File: config.mk
export PLATFORM = sky130hd
export DESIGN_NAME = ble_pdu_unloader
export DESIGN_NICKNAME = d
export VERILOG_FILES = /design/src/rtl/ble_rx_pkg.sv /design/src/rtl/ble_byte_picker.sv /design/src/rtl/ble_pdu_unloader.sv
export SDC_FILE = /design/constraint.sdc
export NUM_CORES = 2
export LEC_CHECK = 0
export BUFFER_PORTS_ARGS = -buffer_cell sky130_fd_sc_hd__buf_2
export CORE_UTILIZATION = 35
export CTS_BUF_LIST = sky130_fd_sc_hd__clkbuf_4 sky130_fd_sc_hd__clkbuf_8
export CTS_CLUSTER_DIAMETER = 150
export DETAILED_ROUTE_END_ITERATION = 7
export GPL_ROUTABILITY_DRIVEN = 0
export PLACE_DENSITY = 0.61
export SYNTH_ARGS = -nofsm -noshare
export SYNTH_HDL_FRONTEND = slang
export SYNTH_SLANG_ARGS = --single-unit
File: constraint.sdc
create_clock -name symbol_clk -period 11.72 [get_ports symbol_clk]
set_clock_uncertainty 0.15 [all_clocks]
set_input_delay 2.344 -clock symbol_clk [delete_from_list [all_inputs] [get_ports symbol_clk]]
set_output_delay 2.344 -clock symbol_clk [all_outputs]
set_load 0.02 [all_outputs]
File: src/rtl/ble_rx_pkg.sv
// Shared types and constants for the BLE receive path: FSM states, header
// layout and the on-air bit-count formula for a PDU of a given length.
package ble_rx_pkg;

  typedef enum logic [1:0] {IDLE, HDR, STREAM} state_t;

  localparam int HDR_BITS      = 16;
  localparam int ACC_ADDR_BITS = 32;
  localparam int CRC_BITS_DEF  = 24;

  typedef struct packed {
    logic [3:0] pdu_type;
    logic [7:0] pdu_length;
  } pdu_hdr_t;

  // Total packet bits for payload length l; wraps in 10 bits on purpose.
  function automatic logic [9:0] expected_len(input logic [7:0] l, input logic [9:0] overhead);
    return 10'({1'b0, overhead} + {l, 3'b000});
  endfunction

  function automatic logic [7:0] rev8(input logic [7:0] x);
    logic [7:0] r;
    r = '0;
    for (int i = 0; i < 8; i++) r[i] = x[7-i];
    return r;
  endfunction

endpackage

File: src/rtl/ble_byte_picker.sv
// Registered byte selector: pulls byte idx of the post-access-address region
// out of the capture vector and flips it so bit 0 is the earliest received.
module ble_byte_picker
  import ble_rx_pkg::*;
#(
  parameter int PKT_W     = 368,
  parameter int SKIP_BITS = ACC_ADDR_BITS
)(
  input  logic             symbol_clk,
  input  logic             rst,
  input  logic             load,
  input  logic [PKT_W-1:0] cap,
  input  logic [8:0]       len,
  input  logic [7:0]       idx,
  output logic [7:0]       byte_q
);

  // Low bit of the byte window: len - SKIP - 8 - 8*idx
  logic [11:0] sh;
  assign sh = {3'b000, len} - 12'(SKIP_BITS + 8) - {1'b0, idx, 3'b000};

  always_ff @(posedge symbol_clk or negedge rst) begin
    if (!rst)      byte_q <= '0;
    else if (load) byte_q <= rev8(8'(cap >> sh));
  end

endmodule

File: src/rtl/ble_pdu_unloader.sv
// Turns a captured BLE packet vector into a header pulse plus a handshaked,
// bit-order-corrected byte stream of header and payload.
module ble_pdu_unloader
  import ble_rx_pkg::*;
#(
  parameter int PKT_W       = 368,
  parameter int SKIP_BITS   = ACC_ADDR_BITS,
  parameter int CRC_BITS    = CRC_BITS_DEF,
  parameter int MAX_PAYLOAD = 37
)(
  input  logic             symbol_clk,
  input  logic             rst,
  input  logic             en,
  input  logic             pkt_valid,
  input  logic [PKT_W-1:0] pkt_data,
  input  logic [8:0]       pkt_len,
  output logic [7:0]       out_data,
  output logic             out_valid,
  input  logic             out_ready,
  output logic             out_last,
  output logic             hdr_valid,
  output logic [3:0]       pdu_type,
  output logic [7:0]       pdu_length,
  output logic             len_err,
  output logic [7:0]       drop_cnt
);

  localparam logic [9:0] OVERHEAD = 10'(SKIP_BITS + HDR_BITS + CRC_BITS);

  state_t           state, state_nx;
  logic [PKT_W-1:0] cap;
  logic [8:0]       cap_len;
  logic [3:0]       t_win, hdr_type_w;
  logic [7:0]       hdr_len;
  logic             hdr_legal;
  pdu_hdr_t         hdr_q;
  logic             hdr_ok_q, hdr_bad_q;
  logic [7:0]       req_idx;
  logic             accept, fetch, done;

  assign accept = en && pkt_valid;
  assign done   = out_valid && out_ready && out_last;
  // Refill the output register whenever it is empty or being consumed,
  // until the last byte has been loaded.
  assign fetch  = (state == STREAM) && (!out_valid || out_ready) && !(out_valid && out_last);

  always_comb begin
    t_win      = 4'(cap >> (cap_len - 9'(SKIP_BITS + 4)));
    hdr_type_w = {t_win[0], t_win[1], t_win[2], t_win[3]};
    hdr_len    = rev8(8'(cap >> (cap_len - 9'(SKIP_BITS + HDR_BITS))));
    hdr_legal  = (cap_len >= 9'(OVERHEAD)) && (hdr_len <= 8'(MAX_PAYLOAD)) &&
                 ({1'b0, cap_len} == expected_len(hdr_len, OVERHEAD));
  end

  always_ff @(posedge symbol_clk or negedge rst) begin
    if (!rst) state <= IDLE;
    else      state <= state_nx;
  end

  always_comb begin
    state_nx = state;
    unique case (state)
      IDLE:    if (accept) state_nx = HDR;
      HDR:     state_nx = hdr_legal ? STREAM : IDLE;
      STREAM:  if (done) state_nx = IDLE;
      default: state_nx = IDLE;
    endcase
  end

  // Header decision is staged once so the header pulse lines up with byte 0.
  always_ff @(posedge symbol_clk or negedge rst) begin
    if (!rst) begin
      cap        <= '0;
      cap_len    <= '0;
      hdr_q      <= '0;
      hdr_ok_q   <= 1'b0;
      hdr_bad_q  <= 1'b0;
      hdr_valid  <= 1'b0;
      len_err    <= 1'b0;
      pdu_type   <= '0;
      pdu_length <= '0;
      drop_cnt   <= '0;
      req_idx    <= '0;
      out_valid  <= 1'b0;
      out_last   <= 1'b0;
    end else begin
      hdr_ok_q  <= 1'b0;
      hdr_bad_q <= 1'b0;
      hdr_valid <= hdr_ok_q;
      len_err   <= hdr_bad_q;
      if (hdr_ok_q) begin
        pdu_type   <= hdr_q.pdu_type;
        pdu_length <= hdr_q.pdu_length;
      end
      if (state == IDLE && accept) begin
        cap     <= pkt_data;
        cap_len <= pkt_len;
      end
      if (state != IDLE && accept && drop_cnt != 8'hFF) drop_cnt <= drop_cnt + 8'd1;
      if (state == HDR) begin
        hdr_ok_q  <= hdr_legal;
        hdr_bad_q <= !hdr_legal;
        req_idx   <= '0;
        if (hdr_legal) hdr_q <= '{pdu_type: hdr_type_w, pdu_length: hdr_len};
      end
      if (fetch) begin
        out_valid <= 1'b1;
        out_last  <= ({1'b0, req_idx} == ({1'b0, hdr_q.pdu_length} + 9'd1));
        req_idx   <= req_idx + 8'd1;
      end else if (out_valid && out_ready) begin
        out_valid <= 1'b0;
        out_last  <= 1'b0;
      end
    end
  end

  ble_byte_picker #(.PKT_W(PKT_W), .SKIP_BITS(SKIP_BITS)) u_picker (
    .symbol_clk (symbol_clk),
    .rst        (rst),
    .load       (fetch),
    .cap        (cap),
    .len        (cap_len),
    .idx        (req_idx),
    .byte_q     (out_data)
  );

endmodule

# After elaboration in Yosys (flattened, before gate mapping)
# Cells that the tools add are included.
[word_totals]
out_inout_bits = 32
input_bits = 382
reg_bits = 433
word_cells = 68
[op_classes]
n_eq_ne = 7
magnitude_cmp = 2
muxes = 11
reduce_logical = 21
add_sub_neg = 8
shifts = 3
[ops]
columns = ["cell", "n"]
rows = [
  ["$shr A368 B12 Y8", 1],
  ["$shr A368 B9 Y4", 1],
  ["$shr A368 B9 Y8", 1],
  ["$sub A9 B6 Y9 const B", 2],
  ["$add A8 B1 Y8 const B", 2],
  ["$mux W8", 2],
  ["$sub A12 B11 Y12", 1],
  ["$logic_and A1 B1 Y1", 11],
  ["$add A7 B10 Y10 const A", 1],
  ["$eq A9 B10 Y1", 1],
  ["$sub A9 B6 Y10 const B", 1],
  ["$add A8 B1 Y9 const B", 1],
  ["$eq A8 B9 Y1", 1],
  ["$ge A9 B7 Y1 const B", 1],
  ["$le A8 B6 Y1 const B", 1],
  ["$ne A8 B8 Y1 const B", 1],
  ["$mux W2", 3],
  ["$pmux W2 S3", 1],
  ["$reduce_bool A2 Y1", 3],
  ["$mux W1", 5],
  ["$ne A2 B2 Y1 const B", 2],
  ["$reduce_and A2 Y1", 2],
  ["$logic_not A1 Y1", 3],
  ["$eq A2 B1 Y1 const B", 1],
  ["other kinds (3)", 3],
]

# Logic depth before layout (Yosys ltp)
[logic_depth]
ltp_word = 7
mapped_depth = 28
depth_no_buf = 18

# Hierarchy
# Synthesis repeated with hierarchy kept, for this count alone.
[unflattened]
hier_cells = 4303
hier_area_um2 = 52170.0
[modules_own_cells]
columns = ["module", "cells_each", "area_each_um2", "n_inst", "seq_area_each_um2"]
rows = [
  ["ble_pdu_unloader", 2810, 37532.2, 1, 10635.2],
  ["ble_byte_picker", 1493, 14637.8, 1, 200.2],
]

# Worst setup path after synthesis
# OpenSTA, ideal clock, no wires.
[synth_path]
path_kind = "reg-to-reg"
start = "register cap_len[4]"
end = "register hdr_q[10] (netlist bit)"
required_time_ps = 11445
n_path_buf = 11
synth_period_minus_slack_ps = 7102
t_arrival_ps = 6827
setup_time_ps = 125
stages_incl_launch_ff = 29
path_slack_ps = 4618
cell_sequence = "dfrtp_1 -> clkbuf_1 -> inv_2 -> buf_1 -> buf_1 -> buf_2 -> buf_1 -> ha_1 -> clkbuf_1 -> buf_2 -> buf_1 -> buf_2 -> clkbuf_1 -> mux4_2 -> a22oi_1 -> nand3_1 -> o211ai_1 -> o311a_1 -> ha_1 -> xor2_1 -> a2111oi_0 -> nand2_1 -> a221oi_1 -> a22oi_1 -> a311oi_1 -> and4_1 -> and4bb_4 -> buf_12 -> mux2_4"
[synth_between]
elab_chain_len = 6
elab_cells_between_ends = 11
cone_classes = "3 x add/sub; 2 x order compare; 1 x eq/ne; 2 x shift; 3 x reduce/logical"
[synth_lines]
columns = ["element", "line", "rtl"]
rows = [
  ["start, declared", "ble_pdu_unloader.sv:32", "logic [8:0] cap_len;"],
  ["start signal, assigned", "ble_pdu_unloader.sv:97", "cap_len <= pkt_len;"],
  ["$sub A9 B6 Y9", "ble_pdu_unloader.sv:50", "hdr_len = rev8(8'(cap >> (cap_len - 9'(SKIP_BITS + HDR_BITS))));"],
  ["$shr A368 B9 Y8", "ble_pdu_unloader.sv:50", ""],
  ["$add A7 B10 Y10 / $le A8 B6 Y1 (equally long branches)", "ble_rx_pkg.sv:18, ble_pdu_unloader.sv:51", ""],
  ["$eq A9 B10 Y1 / $logic_and A1 B1 Y1 (equally long branches)", "ble_pdu_unloader.sv:52, ble_pdu_unloader.sv:51", ""],
  ["$logic_and A1 B1 Y1", "ble_pdu_unloader.sv:51", "hdr_legal = (cap_len >= 9'(OVERHEAD)) && (hdr_len <= 8'(MAX_PAYLOAD)) &&"],
  ["$reduce_and A2 Y1 (no source line)", "-", ""],
  ["end signal, assigned", "ble_pdu_unloader.sv:104", "if (hdr_legal) hdr_q <= '{pdu_type: hdr_type_w, pdu_length: hdr_len};"],
  ["end, declared", "ble_pdu_unloader.sv:36", "pdu_hdr_t hdr_q;"],
]
# Parallel ways exist; a longest one is shown, timed or not.
# A chain may end at the register's enable or synchronous reset.

# Final worst setup path
[layout_path]
start = "register cap_len[2]"
end = "register hdr_q[11] (netlist bit)"
# Same word-level chain as after synthesis.

==> results.sh <==
export IMPL_synth_edff_count=0
export IMPL_syn_area_sq_mm=0.0468
export IMPL_root_buffer="clkbuf_8"
export IMPL_die_x_um=368
export IMPL_grtUsageTotal_pct=29.4
export IMPL_holdBufCountCts=0
export IMPL_path_clk_slew_ns=0.05
export IMPL_setup_viol=0
export IMPL_synth_cells=3960
export IMPL_required_ns=12.25
export IMPL_synth_cell_types=89
export IMPL_rows=133
export IMPL_placedCellCount=5825
export IMPL_crit_path_max_incr_delay_ns=0.94
export IMPL_critPathLaunchType="flop"
export IMPL_grt_max_degree=159
export IMPL_coreArea_sq_mm=0.132
export IMPL_postRouteAntennaNets=0
export IMPL_path_cells="buf_4, buf_4, mux4_2, mux2_2, o2111ai_1, o2111ai_1, or3_1, a221oi_4, ha_1, xor2_1, a2111oi_0, nand2_1, a221oi_1, a22oi_1, a311oi_1, and4_1, and4bb_4, mux2_2"
export IMPL_drv_slew=0
export IMPL_numCtsBuffers=85
export IMPL_cap_violations=0
export IMPL_final_net_count=4563
export IMPL_fillers=12792
export IMPL_finalCriticalPeriod_ns=7.75
export IMPL_grt_pass1_wl_um=293000
export IMPL_synthTopCellsByCount="mux4_2, mux2_2, dfrtp_1"
export IMPL_place_ws_ns=4.24
export IMPL_async_reset_ff_share_pct=100
export IMPL_io_buffers=413
export IMPL_synth_flop_cell="dfrtp_1"
export IMPL_path_delay_family="compound AO/OA/AOI/OAI gates"
export IMPL_ys_ff_latch=433
export IMPL_drt_vias_per_instance=7.08
export IMPL_synth_most_common_cell="mux4_2"
export IMPL_avgSynthCellArea_sq_um=11.8
export IMPL_post_route_drc_count=17
export IMPL_crit_fanout=53
export IMPL_stdcell_count=5997
export IMPL_cp_end_kind="flop"
export IMPL_worstSkewPairLatency_ns=0.81
export IMPL_start_util_pct=35.4
export IMPL_power_density_mw_per_mm2=268
export IMPL_antenna_found_initial=33
export IMPL_drt_iter0_drc=6913
export IMPL_drt_wirelength_per_cell_um=33.9
export IMPL_synth_area_leaders="mux4_2, dfrtp_1, mux2_2"
export IMPL_relSlewSlack_pct=9.17
export IMPL_cts_tree="yes"
export IMPL_wirelength_um=203000
export IMPL_violations="DRC"
export IMPL_max_freq_mhz=129
export IMPL_p_leak_nw=19.7
export IMPL_gr_total_overflow=0
export IMPL_vdd_drop_max_uv=191
export IMPL_dp_final_hpwl_um=147000
export IMPL_grt_pass1_vias=40587
export IMPL_drive_above_1_share_pct=44.3
export IMPL_die_area_sq_mm=0.135
export IMPL_netlist_area_leader_share_pct=32.4
export IMPL_cts_setup_buffers=0
export IMPL_path_buf_inv=2
export IMPL_fin_ws_ns=3.97
export IMPL_tns_ns=0
export IMPL_ys_seq_area_share_pct=23.2
export IMPL_path_class="flop to flop"
export IMPL_yosysWarnings=0
export IMPL_cts_resized_gates=0
export IMPL_finalCritPeriodShare_pct=66.2
export IMPL_first_pass_iters=8
export IMPL_cts_sinks=433
export IMPL_htreeDepth=3
export IMPL_cts_path_max_buffers=3
export IMPL_yosys_area_top_type="mux4_2"
export IMPL_tightestPinTransition_ns=1.32
export IMPL_hold_class="flop to flop"
export IMPL_rsz0062_at_grt="no"
export IMPL_status="finished, violations left"
export IMPL_syn_to_final_growth_pct=10.3
export IMPL_crit_arrival_ns=8.28
export IMPL_final_hold_violation_count=0
export IMPL_synth_nets=4364
export IMPL_die_height_um=368
export IMPL_vias=42465
export IMPL_io_pins=414
export IMPL_cp_slowest_cell="dfrtp_4"
## stage by stage
stage | hold WS (ns) | cell area (sq um) | power [mW] | utilization [%]
after floorplan | 0.181 | 46800 | 8.50 | -
after global placement | 0.317 | 49700 | 11.4 | 37.6
after detailed placement | 0.334 | 49700 | 11.5 | 37.6
after CTS | 0.346 | 51500 | 13.2 | 39.0
after global routing | 0.370 | 51500 | 14.1 | 39.1
final | 0.344 | 51600 | 13.8 | 39.1
## cell type report
| cell class | instances | area, sq um | share of cell area, % |
|---|---|---|---|
| antenna | 16 | 40.0 | 0.0776 |
| timing repair buffer | 511 | 2900 | 5.62 |
| sequential | 433 | 10900 | 21.0 |
| multi-input combinational | 3091 | 33600 | 65.1 |
| inverter | 37 | 154 | 0.298 |
| tap | 1755 | 2200 | 4.26 |
| clock inverter | 25 | 234 | 0.454 |
| clock buffer | 129 | 1630 | 3.16 |
## sequential cells by signal, summed over array words and instances (netlist names)
register,flops
drop_cnt,8
hdr_ok_q,1
pdu_type,4
hdr_bad_q,1
cap,368
pdu_length,8
u_picker.byte_q,8
out_last,1
state,2
out_valid,1
hdr_valid,1
req_idx,8
hdr_q,12
cap_len,9
len_err,1
## cell usage in the layout, fill, tap and decap left out, drive strengths merged, types with 54 or more instances in the layout
cell type and count:
nand3 60, mux2i 371, a21oi 125, nand2 411, mux4 677, a22oi 68, clkbuf 130, a211oi 54
buf 510, nor2 158, o21ai 108, dfrtp 433, mux2 471
## tightest hold or removal path, stage by stage (launching register included)
cell     delay (ns)
dfrtp_1        0.35
nand2_1        0.05
o21ai_0        0.06
## metal layers
layer  vias to the layer above  global-route usage [%]  part of all wire (%)
met5                         -                   0.249                  0.17
li1                      16479                       -                     -
met4                        48                    19.1                   8.2
met3                      1114                    12.5                    14
met1                     20923                    35.6                    35
met2                      3901                    42.7                    43
## worst paths after layout
kind	endpoint	from	slack [ns]	cells past startpoint
worst max-delay path	hdr_q[11]	cap_len[2]	3.97	18
worst min-delay path	u_picker.byte_q[0]	u_picker.byte_q[0]	0.34	2
worst max register to register	hdr_q[11]	cap_len[2]	3.97	18
worst min register to register	u_picker.byte_q[0]	u_picker.byte_q[0]	0.34	2
max in group asynchronous	cap[29]	rst	7.86	3
min in group asynchronous	cap[173]	rst	1.36	1
## power breakdown
| part | internal [mW] | switching (mW) | leakage (nW) |
|---|---|---|---|
| clock | 0.960 | 0.723 | 0.982 |
| combinational | 3.98 | 5.45 | 13.5 |
| sequential | 1.83 | 0.859 | 5.17 |
## cells by family after synthesis
kind of cell | share of synthesized area (%)
XOR/XNOR | 0.805
AND/OR/NAND/NOR | 7.68
adder cells (fa/ha/maj) | 0.605
AO/OA/AOI/OAI | 10.4
buffers and inverters | 5.31
flip-flops | 23.2
multiplexers | 52.0
No activity file was read; power rests on OpenSTA's default activity.
